File: config.mk
export PLATFORM = sky130hd
export DESIGN_NAME = single_cycle_cpu
export DESIGN_NICKNAME = d
export VERILOG_FILES = /design/src/rtl/single_cycle_cpu.sv
export SDC_FILE = /design/constraint.sdc
export NUM_CORES = 1
export LEC_CHECK = 0
export ABC_AREA = 1
export CAP_MARGIN = 20
export CELL_PAD_IN_SITES_DETAIL_PLACEMENT = 0
export CELL_PAD_IN_SITES_GLOBAL_PLACEMENT = 2
export CORE_UTILIZATION = 25
export CTS_BUF_LIST = sky130_fd_sc_hd__clkbuf_4
export DETAILED_ROUTE_END_ITERATION = 8
export PLACE_DENSITY = 0.83
export SETUP_SLACK_MARGIN = 0.02
export SKIP_CTS_REPAIR_TIMING = 1
export SYNTH_ARGS = -nofsm -noshare
export SYNTH_HDL_FRONTEND = slang
export SYNTH_SLANG_ARGS = --single-unit
export TNS_END_PERCENT = 30
File: constraint.sdc
create_clock -name clk -period 1.2 [get_ports clk]
set_input_delay 0.24 -clock clk [delete_from_list [all_inputs] [get_ports clk]]
set_output_delay 0.24 -clock clk [all_outputs]
set_load 0.02 [all_outputs]
File: src/rtl/single_cycle_cpu.sv
// Single-cycle 32-bit MIPS-subset core: PC, instruction ROM, register file, ALU, branch/jump, data RAM.
// Optional feature: define SC_JUMP_EN to implement j (opcode 000010); otherwise it decodes as a nop.
module single_cycle_cpu #(
    parameter int unsigned IMEM_WORDS = 64,
    parameter int unsigned DMEM_WORDS = 32
) (
    input  logic        clk,
    input  logic        reset,
    output logic [31:0] pc_out
);
    localparam int unsigned IMEM_AW = $clog2(IMEM_WORDS);
    localparam int unsigned DMEM_AW = $clog2(DMEM_WORDS);

    localparam logic [5:0] OP_RTYPE = 6'b000000;
    localparam logic [5:0] OP_ADDI  = 6'b001000;
    localparam logic [5:0] OP_ANDI  = 6'b001100;
    localparam logic [5:0] OP_LW    = 6'b100011;
    localparam logic [5:0] OP_SW    = 6'b101011;
    localparam logic [5:0] OP_BEQ   = 6'b000100;
    localparam logic [5:0] OP_BNE   = 6'b000101;
    localparam logic [5:0] OP_J     = 6'b000010;

    localparam logic [5:0] FN_ADD = 6'b100000;
    localparam logic [5:0] FN_SUB = 6'b100010;
    localparam logic [5:0] FN_AND = 6'b100100;
    localparam logic [5:0] FN_OR  = 6'b100101;
    localparam logic [5:0] FN_SLT = 6'b101010;

    localparam logic [1:0] AOP_ADD   = 2'd0;
    localparam logic [1:0] AOP_SUB   = 2'd1;
    localparam logic [1:0] AOP_FUNCT = 2'd2;
    localparam logic [1:0] AOP_AND   = 2'd3;

    localparam logic [2:0] ALU_ADD = 3'd0;
    localparam logic [2:0] ALU_SUB = 3'd1;
    localparam logic [2:0] ALU_AND = 3'd2;
    localparam logic [2:0] ALU_OR  = 3'd3;
    localparam logic [2:0] ALU_SLT = 3'd4;

    logic [31:0] PC_out;
    // ROM image is preloaded by the environment (memory init at build, backdoor in simulation)
    logic [31:0] r_imem [0:IMEM_WORDS-1];
    logic [31:0] r_dmem [0:DMEM_WORDS-1];

    logic [31:0]        w_instr;
    logic               w_in_range;
    logic [IMEM_AW-1:0] w_imem_idx;
    logic [5:0]         w_opcode;
    logic [4:0]         w_rs;
    logic [4:0]         w_rt;
    logic [4:0]         w_rd;
    logic [5:0]         w_funct;
    logic [15:0]        w_imm;
    logic [31:0]        w_imm_sext;
    logic [31:0]        w_imm_zext;

    logic       w_reg_write;
    logic       w_reg_dst;
    logic       w_alu_src;
    logic       w_ext_zero;
    logic       w_mem_to_reg;
    logic       w_mem_write;
    logic       w_branch_eq;
    logic       w_branch_ne;
    logic       w_jump;
    logic [1:0] w_alu_op;
    logic [2:0] w_alu_ctrl;
    logic       w_funct_ok;

    logic [31:0]        w_rd1;
    logic [31:0]        w_rd2;
    logic [31:0]        w_alu_b;
    logic [31:0]        w_alu_result;
    logic [31:0]        w_wb_data;
    logic [4:0]         w_wb_addr;
    logic [DMEM_AW-1:0] w_dmem_idx;
    logic [31:0]        w_dmem_rdata;

    logic [31:0] w_pc_plus4;
    logic [31:0] w_branch_target;
    logic [31:0] w_jump_target;
    logic        w_take_branch;
    logic [31:0] w_next_pc;
    logic        w_unused_pc_lsb;

    assign pc_out = PC_out;

    // Fetch; addresses past the ROM read as nop instead of aliasing
    assign w_imem_idx      = PC_out[IMEM_AW+1:2];
    assign w_in_range      = (PC_out[31:2] < 30'(IMEM_WORDS));
    assign w_instr         = w_in_range ? r_imem[w_imem_idx] : 32'd0;
    assign w_unused_pc_lsb = ^PC_out[1:0];

    assign w_opcode   = w_instr[31:26];
    assign w_rs       = w_instr[25:21];
    assign w_rt       = w_instr[20:16];
    assign w_rd       = w_instr[15:11];
    assign w_funct    = w_instr[5:0];
    assign w_imm      = w_instr[15:0];
    assign w_imm_sext = {{16{w_imm[15]}}, w_imm};
    assign w_imm_zext = {16'd0, w_imm};

    // ALU control; also flags whether an R-type funct is supported
    always_comb begin
        w_alu_ctrl = ALU_ADD;
        w_funct_ok = 1'b0;
        case (w_alu_op)
            AOP_SUB: w_alu_ctrl = ALU_SUB;
            AOP_AND: w_alu_ctrl = ALU_AND;
            AOP_FUNCT: begin
                w_funct_ok = 1'b1;
                case (w_funct)
                    FN_ADD:  w_alu_ctrl = ALU_ADD;
                    FN_SUB:  w_alu_ctrl = ALU_SUB;
                    FN_AND:  w_alu_ctrl = ALU_AND;
                    FN_OR:   w_alu_ctrl = ALU_OR;
                    FN_SLT:  w_alu_ctrl = ALU_SLT;
                    default: w_funct_ok = 1'b0;
                endcase
            end
            default: w_alu_ctrl = ALU_ADD;
        endcase
    end

    // Main decoder; unknown opcodes keep all defaults and retire as nop
    always_comb begin
        w_reg_write  = 1'b0;
        w_reg_dst    = 1'b0;
        w_alu_src    = 1'b0;
        w_ext_zero   = 1'b0;
        w_mem_to_reg = 1'b0;
        w_mem_write  = 1'b0;
        w_branch_eq  = 1'b0;
        w_branch_ne  = 1'b0;
        w_jump       = 1'b0;
        w_alu_op     = AOP_ADD;
        case (w_opcode)
            OP_RTYPE: begin
                w_alu_op    = AOP_FUNCT;
                w_reg_dst   = 1'b1;
                w_reg_write = w_funct_ok;
            end
            OP_ADDI: begin
                w_alu_src   = 1'b1;
                w_reg_write = 1'b1;
            end
            OP_ANDI: begin
                w_alu_src   = 1'b1;
                w_ext_zero  = 1'b1;
                w_alu_op    = AOP_AND;
                w_reg_write = 1'b1;
            end
            OP_LW: begin
                w_alu_src    = 1'b1;
                w_mem_to_reg = 1'b1;
                w_reg_write  = 1'b1;
            end
            OP_SW: begin
                w_alu_src   = 1'b1;
                w_mem_write = 1'b1;
            end
            OP_BEQ: begin
                w_alu_op    = AOP_SUB;
                w_branch_eq = 1'b1;
            end
            OP_BNE: begin
                w_alu_op    = AOP_SUB;
                w_branch_ne = 1'b1;
            end
            OP_J: begin
`ifdef SC_JUMP_EN
                w_jump = 1'b1;
`else
                w_jump = 1'b0;
`endif
            end
            default: w_reg_write = 1'b0;
        endcase
    end

    reg_file get_reg (
        .clk     (clk),
        .i_reset (reset),
        .i_we    (w_reg_write),
        .i_ra1   (w_rs),
        .i_ra2   (w_rt),
        .i_wa    (w_wb_addr),
        .i_wd    (w_wb_data),
        .o_rd1_c (w_rd1),
        .o_rd2_c (w_rd2)
    );

    assign w_alu_b = !w_alu_src ? w_rd2 : (w_ext_zero ? w_imm_zext : w_imm_sext);

    // ALU: wrapping two's complement, signed slt
    always_comb begin
        w_alu_result = 32'd0;
        case (w_alu_ctrl)
            ALU_ADD: w_alu_result = w_rd1 + w_alu_b;
            ALU_SUB: w_alu_result = w_rd1 - w_alu_b;
            ALU_AND: w_alu_result = w_rd1 & w_alu_b;
            ALU_OR:  w_alu_result = w_rd1 | w_alu_b;
            ALU_SLT: w_alu_result = {31'd0, $signed(w_rd1) < $signed(w_alu_b)};
            default: w_alu_result = 32'd0;
        endcase
    end

    assign w_dmem_idx   = w_alu_result[DMEM_AW+1:2];
    assign w_dmem_rdata = r_dmem[w_dmem_idx];
    assign w_wb_data    = w_mem_to_reg ? w_dmem_rdata : w_alu_result;
    assign w_wb_addr    = w_reg_dst ? w_rd : w_rt;

    always_ff @(posedge clk) begin
        if (reset) begin
            for (int i = 0; i < int'(DMEM_WORDS); i++) begin
                r_dmem[i] <= 32'd0;
            end
        end else if (w_mem_write) begin
            r_dmem[w_dmem_idx] <= w_rd2;
        end
    end

    // Next-PC selection
    assign w_pc_plus4      = PC_out + 32'd4;
    assign w_branch_target = w_pc_plus4 + {w_imm_sext[29:0], 2'b00};
    assign w_jump_target   = {w_pc_plus4[31:28], w_instr[25:0], 2'b00};
    assign w_take_branch   = (w_branch_eq & (w_rd1 == w_rd2)) | (w_branch_ne & (w_rd1 != w_rd2));

    always_comb begin
        w_next_pc = w_pc_plus4;
        if (w_jump) begin
            w_next_pc = w_jump_target;
        end else if (w_take_branch) begin
            w_next_pc = w_branch_target;
        end
    end

    always_ff @(posedge clk) begin
        if (reset) begin
            PC_out <= 32'd0;
        end else begin
            PC_out <= w_next_pc;
        end
    end
endmodule

// 32x32 register file: two combinational reads, one write per edge, $0 hard-wired to zero.
module reg_file (
    input  logic        clk,
    input  logic        i_reset,
    input  logic        i_we,
    input  logic [4:0]  i_ra1,
    input  logic [4:0]  i_ra2,
    input  logic [4:0]  i_wa,
    input  logic [31:0] i_wd,
    output logic [31:0] o_rd1_c,
    output logic [31:0] o_rd2_c
);
    logic [31:0] register_memory [0:31];

    always_ff @(posedge clk) begin
        if (i_reset) begin
            for (int i = 0; i < 32; i++) begin
                register_memory[i] <= 32'd0;
            end
        end else if (i_we && (i_wa != 5'd0)) begin
            register_memory[i_wa] <= i_wd;
        end
    end

    assign o_rd1_c = (i_ra1 == 5'd0) ? 32'd0 : register_memory[i_ra1];
    assign o_rd2_c = (i_ra2 == 5'd0) ? 32'd0 : register_memory[i_ra2];
endmodule

# --- Word-level counts from Yosys, hierarchy flattened ---
# Memory sizes are Yosys's and may differ from the RTL's.
# Index checks and enable logic that the tools add are counted.
op_classes:
  addsub: 4
  reduce_logical: 12
  n_bitwise: 5
  order_cmp: 2
  n_mux: 36
  eq_ne: 20
op_table:
  columns: ["operator", "n"]
  rows:
  - ["two-way mux 32 bit", 9]
  - ["case mux 32 bit (5 select lines)", 1]
  - ["adder 32 bit", 2]
  - ["OR reduction 32 bit", 2]
  - ["equality test 6 bit (second input constant)", 7]
  - ["adder 32 x 3 -> 32 bit (second input constant)", 1]
  - ["AND 32 bit", 1]
  - ["equality test 32 bit", 1]
  - ["less-than comparator 32 bit", 1]
  - ["!= test 32 bit", 1]
  - ["bitwise OR 32 bit", 1]
  - ["subtractor 32 bit", 1]
  - ["less-than comparator 30 x 7 -> 1 bit (second input constant)", 1]
  - ["two-way mux 1 bit", 19]
  - ["two-way mux 5 bit", 3]
  - ["equality test 6 x 3 -> 1 bit (second input constant)", 2]
  - ["equality test 6 x 4 -> 1 bit (second input constant)", 2]
  - ["case mux 3 bit (4 select lines)", 1]
  - ["logical NOT 5 bit", 2]
  - ["case mux 3 bit (3 select lines)", 1]
  - ["equality test 3 x 2 -> 1 bit (second input constant)", 2]
  - ["logical NOT 6 bit", 1]
  - ["case mux 2 bit (3 select lines)", 1]
  - ["nonzero test 5 bit", 1]
  - ["13 further kinds", 15]
word_totals:
  mem_count: 2
  regBits: 32
  elab_cells: 82
  ram_bits: 2048
  in_bits: 2
memory_table:
  columns: ["name", "depth", "word_bits", "rd", "rd_clocked_by_memory_dff", "write_ports", "line", "source"]
  rows:
  - ["get_reg.register_memory", 32, 32, 1, 0, 32, "259", "logic [31:0] register_memory [0:31];"]
  - ["r_dmem", 32, 32, 1, 0, 32, "43", "logic [31:0] r_dmem [0:DMEM_WORDS-1];"]

# --- Depth between registers and ports, before layout ---
# Gate-level depths: netlist of run 1.
logic_depth:
  ltp_word: 14
  depth_mapped: 8
  mapped_depth_nobuf: 8

# --- Least setup slack after synthesis of run 1 ---
# OpenSTA, ideal clock, no wires.
synth_timing:
  kind: "register -> register"
  startpoint: "register PC_out[2] (netlist: pc_out[2])"
  endpoint: "register PC_out[26] (netlist: pc_out[26])"
  path_buffers: 0
  slack_ns: -0.243
  stages_incl_launch_ff: 9
  required_time_ns: 1.085
  setup_ns: 0.115
  arrival_ns: 1.328
  cell_sequence: "dfxtp_1 ha_1 nand2_1 nor2_2 nand2_2 nor2_4 nand3_1 nand2_1 nor2_1"
synth_via:
  elab_chain_len: 3
synth_lines:
  columns: ["element", "line", "source"]
  rows:
  - ["start: declaration", "40", "logic [31:0] PC_out;"]
  - ["start signal: assignment", "242", "PC_out <= w_next_pc;"]
  - ["adder 32 x 3 -> 32 bit *", "224", "assign w_pc_plus4 = PC_out + 32'd4;"]
  - ["adder 32 bit", "225", "assign w_branch_target = w_pc_plus4 + {w_imm_sext[29:0], 2'b00};"]
  - ["two-way mux 32 bit *", "233", "end else if (w_take_branch) begin"]
# Every way passes the cells marked *; elsewhere a longest branch is shown, timed or not.
# A chain may end at the register's enable or synchronous reset.

# --- Final worst setup path of run 1 ---
layout_timing:
  startpoint: "register PC_out[3] (netlist: pc_out[3])"
  endpoint: "register PC_out[8] (netlist: pc_out[8])"
# Same word-level chain as after synthesis.

==> results_dict.tcl, run 1 <==
set metrics [dict create \
    max_cap_viol_count 0 \
    timing.final.ws_setup_ns -0.08034 \
    netlist_instances 231 \
    die_w_um 80.37 \
    start_util_pct 25.93 \
    portBuffers 31 \
    seqPwrFrac_pct 57.9 \
    dieArea_um2 6459 \
    viasPerCell 4.094 \
    avgSynthCellArea_um2 6.646 \
    critical_path.startpoint "pc_out[3]" \
    row_count 28 \
    rr_worst_depth 7 \
    p_clk_share_pct 35.6 \
    drt_first_pass_iters 4 \
    layout.nets 299 \
    r2r_end "pc_out[8]" \
    ctsHtreeMaxLevel 2 \
    coreArea_um2 5921 \
    start_kind "register" \
    antenna_found_initial 0 \
    globalplace.congestion 0.7491 \
    swShare_pct 25.58 \
    grt_pass1_vias 1456 \
    internal_power_uw 1287 \
    placed_area_um2 2248 \
    dr_total_vias 1523 \
    drt_iter0_drc 78 \
    rr_startpoint "pc_out[3]" \
    rsz0062_at_grt "yes" \
    fin_crit_sh_pct 106.7 \
    clock.fmax_mhz 781.0 \
    finalSetupViolations 17 \
    placed_cells 364 \
    min_period_ns 1.280 \
    violations "setup timing" \
    routed_wirelength_um 4124 \
    synth_area_um2 1535 \
    clk_pin_slew_worst_paths_ns 0.10 \
    drv_slew 0 \
    synth-seq-cells 30 \
    cts_max_path_buffers 2 \
    p_leak_uw 0.001018 \
    clk_latency_ns 0.33 \
    final_area_um2 2243 \
    synth_area_leaders "dfxtp_1, nand2_1, nor2_1, a21oi_1, nand3_1" \
    combPwrFrac_pct 6.5 \
    drtAntennaViolNets 0 \
    yosys_warnings 0 \
    track_usage_pct 14.34 \
    p_sw_uw 442.4 \
    area_delta_synth_final_pct 46.13 \
    status "finished, violations left" \
    ys_seq_area_share_pct 39.12 \
    grt_overflow 0 \
    cp.required_ns 1.43 \
    worstSetupEndpointType "register" \
    hp-class "reg -> reg" \
    worstSetupPathType "reg -> reg" \
    layout-drive-gt1-share_pct 39.06 \
    rrSetupSlack_ns -0.08 \
    wl_per_cell_um 11.09 \
    netlist.area_leader.share_pct 39.12 \
    clockRootBuffer "clkbuf_4" \
    crit_fanout 3 \
    pin_count 34 \
    largest_reg_flops 30 \
    power_uw 1730 \
    fp.dieH_um 80.37 \
    fin_skew_ns 0.005918 \
    dp_hpwl_um 3238 \
    cts_made_buffers 5 \
    fin_cells 372 \
    grt_max_degree 10 \
    vdd_drop_max_v 0.0003921 \
    grt_pass1_wl_um 6920 \
    cts_tree "built" \
    cts.sinks 30 \
    critPathCapture "pc_out[8]" \
    worstPathArrival_ns 1.51 \
    drcViolationCount 0 \
    power_density_nw_per_um2 771.0 \
    diodes 0 \
    finalHoldViolCount 0 \
    netlist-cell-type-count 23 \
    synth_top_cell_by_area "dfxtp_1" \
]
-- routing by layer --
layer  wire [um]  global-route usage, %
met2        1810                  23.22
met4          71                  5.893
met5           0                      0
met3         104                  3.182
met1        2138                  18.21
-- critical path, stage by stage, from the launching register on --
cell,delay (ns)
dfxtp_4,0.38
ha_4,0.14
nand2_4,0.06
nor2_1,0.16
nand2_2,0.11
buf_4,0.15
xor2_1,0.13
nor2_1,0.05
-- layout make-up --
cell class	count	area, um2
clock inverter	2	8.758
timing repair buffer	62	467.9
sequential	30	653.1
clock buffer	6	45.04
tap	75	93.84
multi-input combinational	185	929.6
inverter	12	45.04
fill	634	3677
-- power by group through the flow --
stage | clock, uW | sequential [uW] | combinational (uW)
6_report | 615 | 1000 | 113
5_1_grt | 680 | 1000 | 128
4_1_cts | 647 | 1010 | 118
2_1_floorplan | 0 | 1050 | 57.4
3_3_place_gp | 0 | 1040 | 117
3_5_place_dp | 0 | 1040 | 117
-- stage by stage --
step	setup TNS, ns	hold slack [ns]	worst slack (ns)	utilization [%]
floorplan	-0.2872	0.4745	-0.03471	-
global placement	-1.660	0.4322	-0.1062	37.98
detailed placement	-1.807	0.4364	-0.1072	37.98
CTS	-13.37	0.4527	-0.4483	38.88
global route	-2.722	0.4729	-0.1854	37.89
finish	-0.4990	0.4464	-0.08034	37.89
-- worst min path at each step --
stage	slack (ns)	from	depth (start not counted)	endpoint
floorplan	0.47	pc_out[2]	1	pc_out[2]
global placement	0.43	pc_out[2]	1	pc_out[2]
detailed placement	0.44	pc_out[2]	1	pc_out[2]
CTS	0.45	pc_out[2]	1	pc_out[2]
global route	0.47	pc_out[2]	1	pc_out[2]
finish	0.45	pc_out[2]	1	pc_out[2]
-- kinds of logic after synthesis --
family / after synthesis / share of synthesized area [%]
simple gates: 157 / 45.80
flops: 30 / 39.12
compound gates: 22 / 7.498
buf+inv: 17 / 4.808
xor+xnor: 3 / 1.712
fa+ha+maj: 1 / 0.8149
other cells: 1 / 0.2443
-- synthesized netlist by cell type --
cell / number
a21oi_1: 16
and2_1: 4
buf_1: 1
buf_2: 2
buf_4: 2
conb_1: 1
dfxtp_1: 30
ha_1: 1
inv_1: 12
nand2_1: 61
nand2_2: 3
nand2_4: 1
nand3_1: 13
nor2_1: 61
nor2_2: 4
nor2_4: 5
nor2_8: 1
nor3_1: 2
nor3b_1: 1
o21a_1: 2
o21ai_0: 4
or2_1: 1
xor2_1: 3
-- cell usage in the layout (no fill, tap or decap), types with 5 or more instances in the layout --
| cell type | synthesis | final |
|---|---|---|
| nor2_4 | 5 | 7 |
| buf_4 | 2 | 28 |
| a21oi_1 | 16 | 16 |
| nor2_2 | 4 | 10 |
| nand2_1 | 61 | 58 |
| dfxtp_2 | 0 | 18 |
| inv_1 | 12 | 12 |
| clkbuf_4 | 0 | 6 |
| dfxtp_4 | 0 | 8 |
| clkbuf_2 | 0 | 21 |
| nor2_1 | 61 | 53 |
| dlymetal6s2s_1 | 0 | 5 |
| nand3_1 | 13 | 12 |
Power figures use the tool's default switching activity.
==> run 2: changes to the inputs <==
Settings changed: CAP_MARGIN 20 to 40, PLACE_DENSITY 0.83 to 0.82, SYNTH_HIERARCHICAL set to 1.
==> run 2 against run 1 <==
Effect of this change: the run still ends with setup timing left; combinational power shrank 9%; count of clock-buffer cells in the layout grew 2; cell count grew 1.6%; cell area grew 0.95%; clock power grew 11%; first-iteration DRC count shrank 36%; core utilization shrank 0.088 points; critical path type unchanged; largest cell class unchanged; largest power group unchanged.
==> results_dict.tcl, run 2 <==
set metrics [dict create \
    rr_startpoint "pc_out[3]" \
    layout-drive-gt1-share_pct 42.90 \
    synth_top_cell_by_area "dfxtp_1" \
    fin_util_pct 37.80 \
    avgSynthCellArea_um2 6.752 \
    synth.most_common_cell "nand2_1" \
    drcViolationCount 0 \
    pin_count 34 \
    cts_max_path_buffers 2 \
    row_count 28 \
    drt_iter0_drc 50 \
    clk_latency_ns 0.35 \
    max_cap_viol_count 0 \
    dp_hpwl_um 3283 \
    coreArea_um2 5991 \
    finalSetupViolations 14 \
    wl_per_cell_um 11.01 \
    ys_seq_area_share_pct 38.34 \
    grt_pass1_vias 1418 \
    finalHoldViolCount 0 \
    drt_first_pass_iters 4 \
    routed_wirelength_um 4160 \
    placed_cells 368 \
    power_density_nw_per_um2 788.7 \
    portBuffers 31 \
    power_uw 1786 \
    grt_pass1_wl_um 6741 \
    largest_reg_flops 30 \
    fin_skew_ns 0.01234 \
    antenna_found_initial 0 \
    fin_cells 378 \
    die_w_um 81.16 \
    grt_overflow 0 \
    worst_path_max_delay_cell "dfxtp_4" \
    fill_cells 649 \
    clock.fmax_mhz 769.9 \
    clockRootBuffer "clkbuf_4" \
    timing.final.ws_setup_ns -0.09889 \
    netlist_instances 232 \
    violations "setup timing" \
    whs_ns 0.4488 \
    synth_edf_count 0 \
    yosys_warnings 6 \
    cts_tree "built" \
    start_util_pct 26.15 \
    synth_area_um2 1567 \
    ctsHtreeMaxLevel 2 \
    mostFrequentLayoutCells "nand2_1, nor2_1, buf_4" \
    critPathCapture "pc_out[18]" \
    cts.sinks 30 \
    netlist-cell-type-count 23 \
    dieArea_um2 6587 \
    grt_max_degree 12 \
    fin_crit_sh_pct 108.2 \
    rr_worst_depth 8 \
    final_area_um2 2265 \
    vdd_drop_max_v 0.0002663 \
    layout.nets 305 \
    fp.dieH_um 81.16 \
    start_kind "register" \
    rsz0062_at_grt "yes" \
    slowest_delay_ns 0.38 \
    cp.required_ns 1.45 \
    diodes 0 \
    clk_pin_slew_worst_paths_ns 0.11 \
    synth_area_leaders "dfxtp_1, nand2_1, nor2_1, a21oi_1, nor2_4" \
    track_usage_pct 14.17 \
    critical_path.startpoint "pc_out[3]" \
    placed_area_um2 2277 \
    p_leak_uw 0.0009977 \
    final_common_cell "nand2_1" \
    synthFlopType "dfxtp_1" \
    synth_async_sr_flop_share_pct 0 \
    status "finished, violations left" \
    r2r_end "pc_out[18]" \
    crit_fanout 6 \
    dr_total_vias 1577 \
    hp-class "reg -> reg" \
    yosys-top-cells-count "nand2_1, nor2_1, dfxtp_1" \
    worstSetupPathType "reg -> reg" \
    area_delta_synth_final_pct 44.57 \
    worstSetupEndpointType "register" \
    globalplace.congestion 0.7657 \
    min_period_ns 1.299 \
    rrSetupSlack_ns -0.1 \
    viasPerCell 4.172 \
    crit_chain "ha_4 -> nand2_4 -> nor2_4 -> nand2_4 -> nor2_4 -> nand2_1 -> nand2_1 -> nor2_1" \
    synth-seq-cells 30 \
    cts_made_buffers 5 \
    worstPathArrival_ns 1.55 \
    netlist.area_leader.share_pct 38.34 \
    drv_slew 0 \
    drtAntennaViolNets 0 \
]
run 2: changes by cell type after synthesis, sizes merged:
cell and change:
and2 -1, inv +1, nand2 +1
run 2: area by class of cell:
type                            count  area [um2]  area share (%)
Multi-Input combinational cell    185       952.2           42.04
Sequential cell                    30       651.9           28.78
Timing Repair Buffer               67       457.9           20.22
Tap cell                           75       93.84           4.144
Clock buffer                        8       60.06           2.652
Inverter                           13       48.80           2.155
run 2: report_power, final:
group	internal, uW	total (uW)	leakage, uW	switching [uW]
clock	301	681	0.0000368	380
combinational	45.1	103	0.000704	58.4
sequential	991	1000	0.000257	11.0
run 2: layer usage:
| layer | GRT usage (%) | vias to the layer above | share of wire (%) |
|---|---|---|---|
| li1 | - | 864 | - |
| met2 | 20.92 | 26 | 43 |
| met4 | 6.250 | 0 | 1.8 |
| met3 | 4.045 | 6 | 3.9 |
| met1 | 18.99 | 681 | 51 |
| met5 | 0 | - | 0 |
run 2: cells by family (layout without fill, tap and decap cells):
| family | after synthesis | in the layout | synth area share (%) |
|---|---|---|---|
| compound gates | 22 | 22 | 7.348 |
| buf+inv | 18 | 88 | 4.952 |
| simple gates | 157 | 157 | 46.65 |
| xor+xnor | 3 | 3 | 1.678 |
| other cells | 1 | 2 | 0.2394 |
| fa+ha+maj | 1 | 1 | 0.7986 |
| flops | 30 | 30 | 38.34 |
run 2: through the flow:
stage / TNS, ns / setup slack [ns]
floorplan: -0.3371 / -0.03781
global placement: -1.880 / -0.08924
detailed placement: -2.151 / -0.1124
CTS: -13.32 / -0.4626
global route: -2.874 / -0.2312
finish: -0.4960 / -0.09889
run 2: critical path, delay by kind of cell (launching register included):
family	cells	cell delay [ns]
flops	1	0.38
fa+ha+maj	1	0.14
simple gates	7	0.69
run 2: worst min path at each step:
stage	start	slack (ns)	depth (start not counted)	endpoint
after floorplan	pc_out[2]	0.47	1	pc_out[2]
after global placement	pc_out[2]	0.43	1	pc_out[2]
after detailed placement	pc_out[2]	0.44	1	pc_out[2]
after CTS	pc_out[2]	0.45	1	pc_out[2]
after global routing	pc_out[2]	0.48	1	pc_out[2]
final	pc_out[2]	0.45	1	pc_out[2]
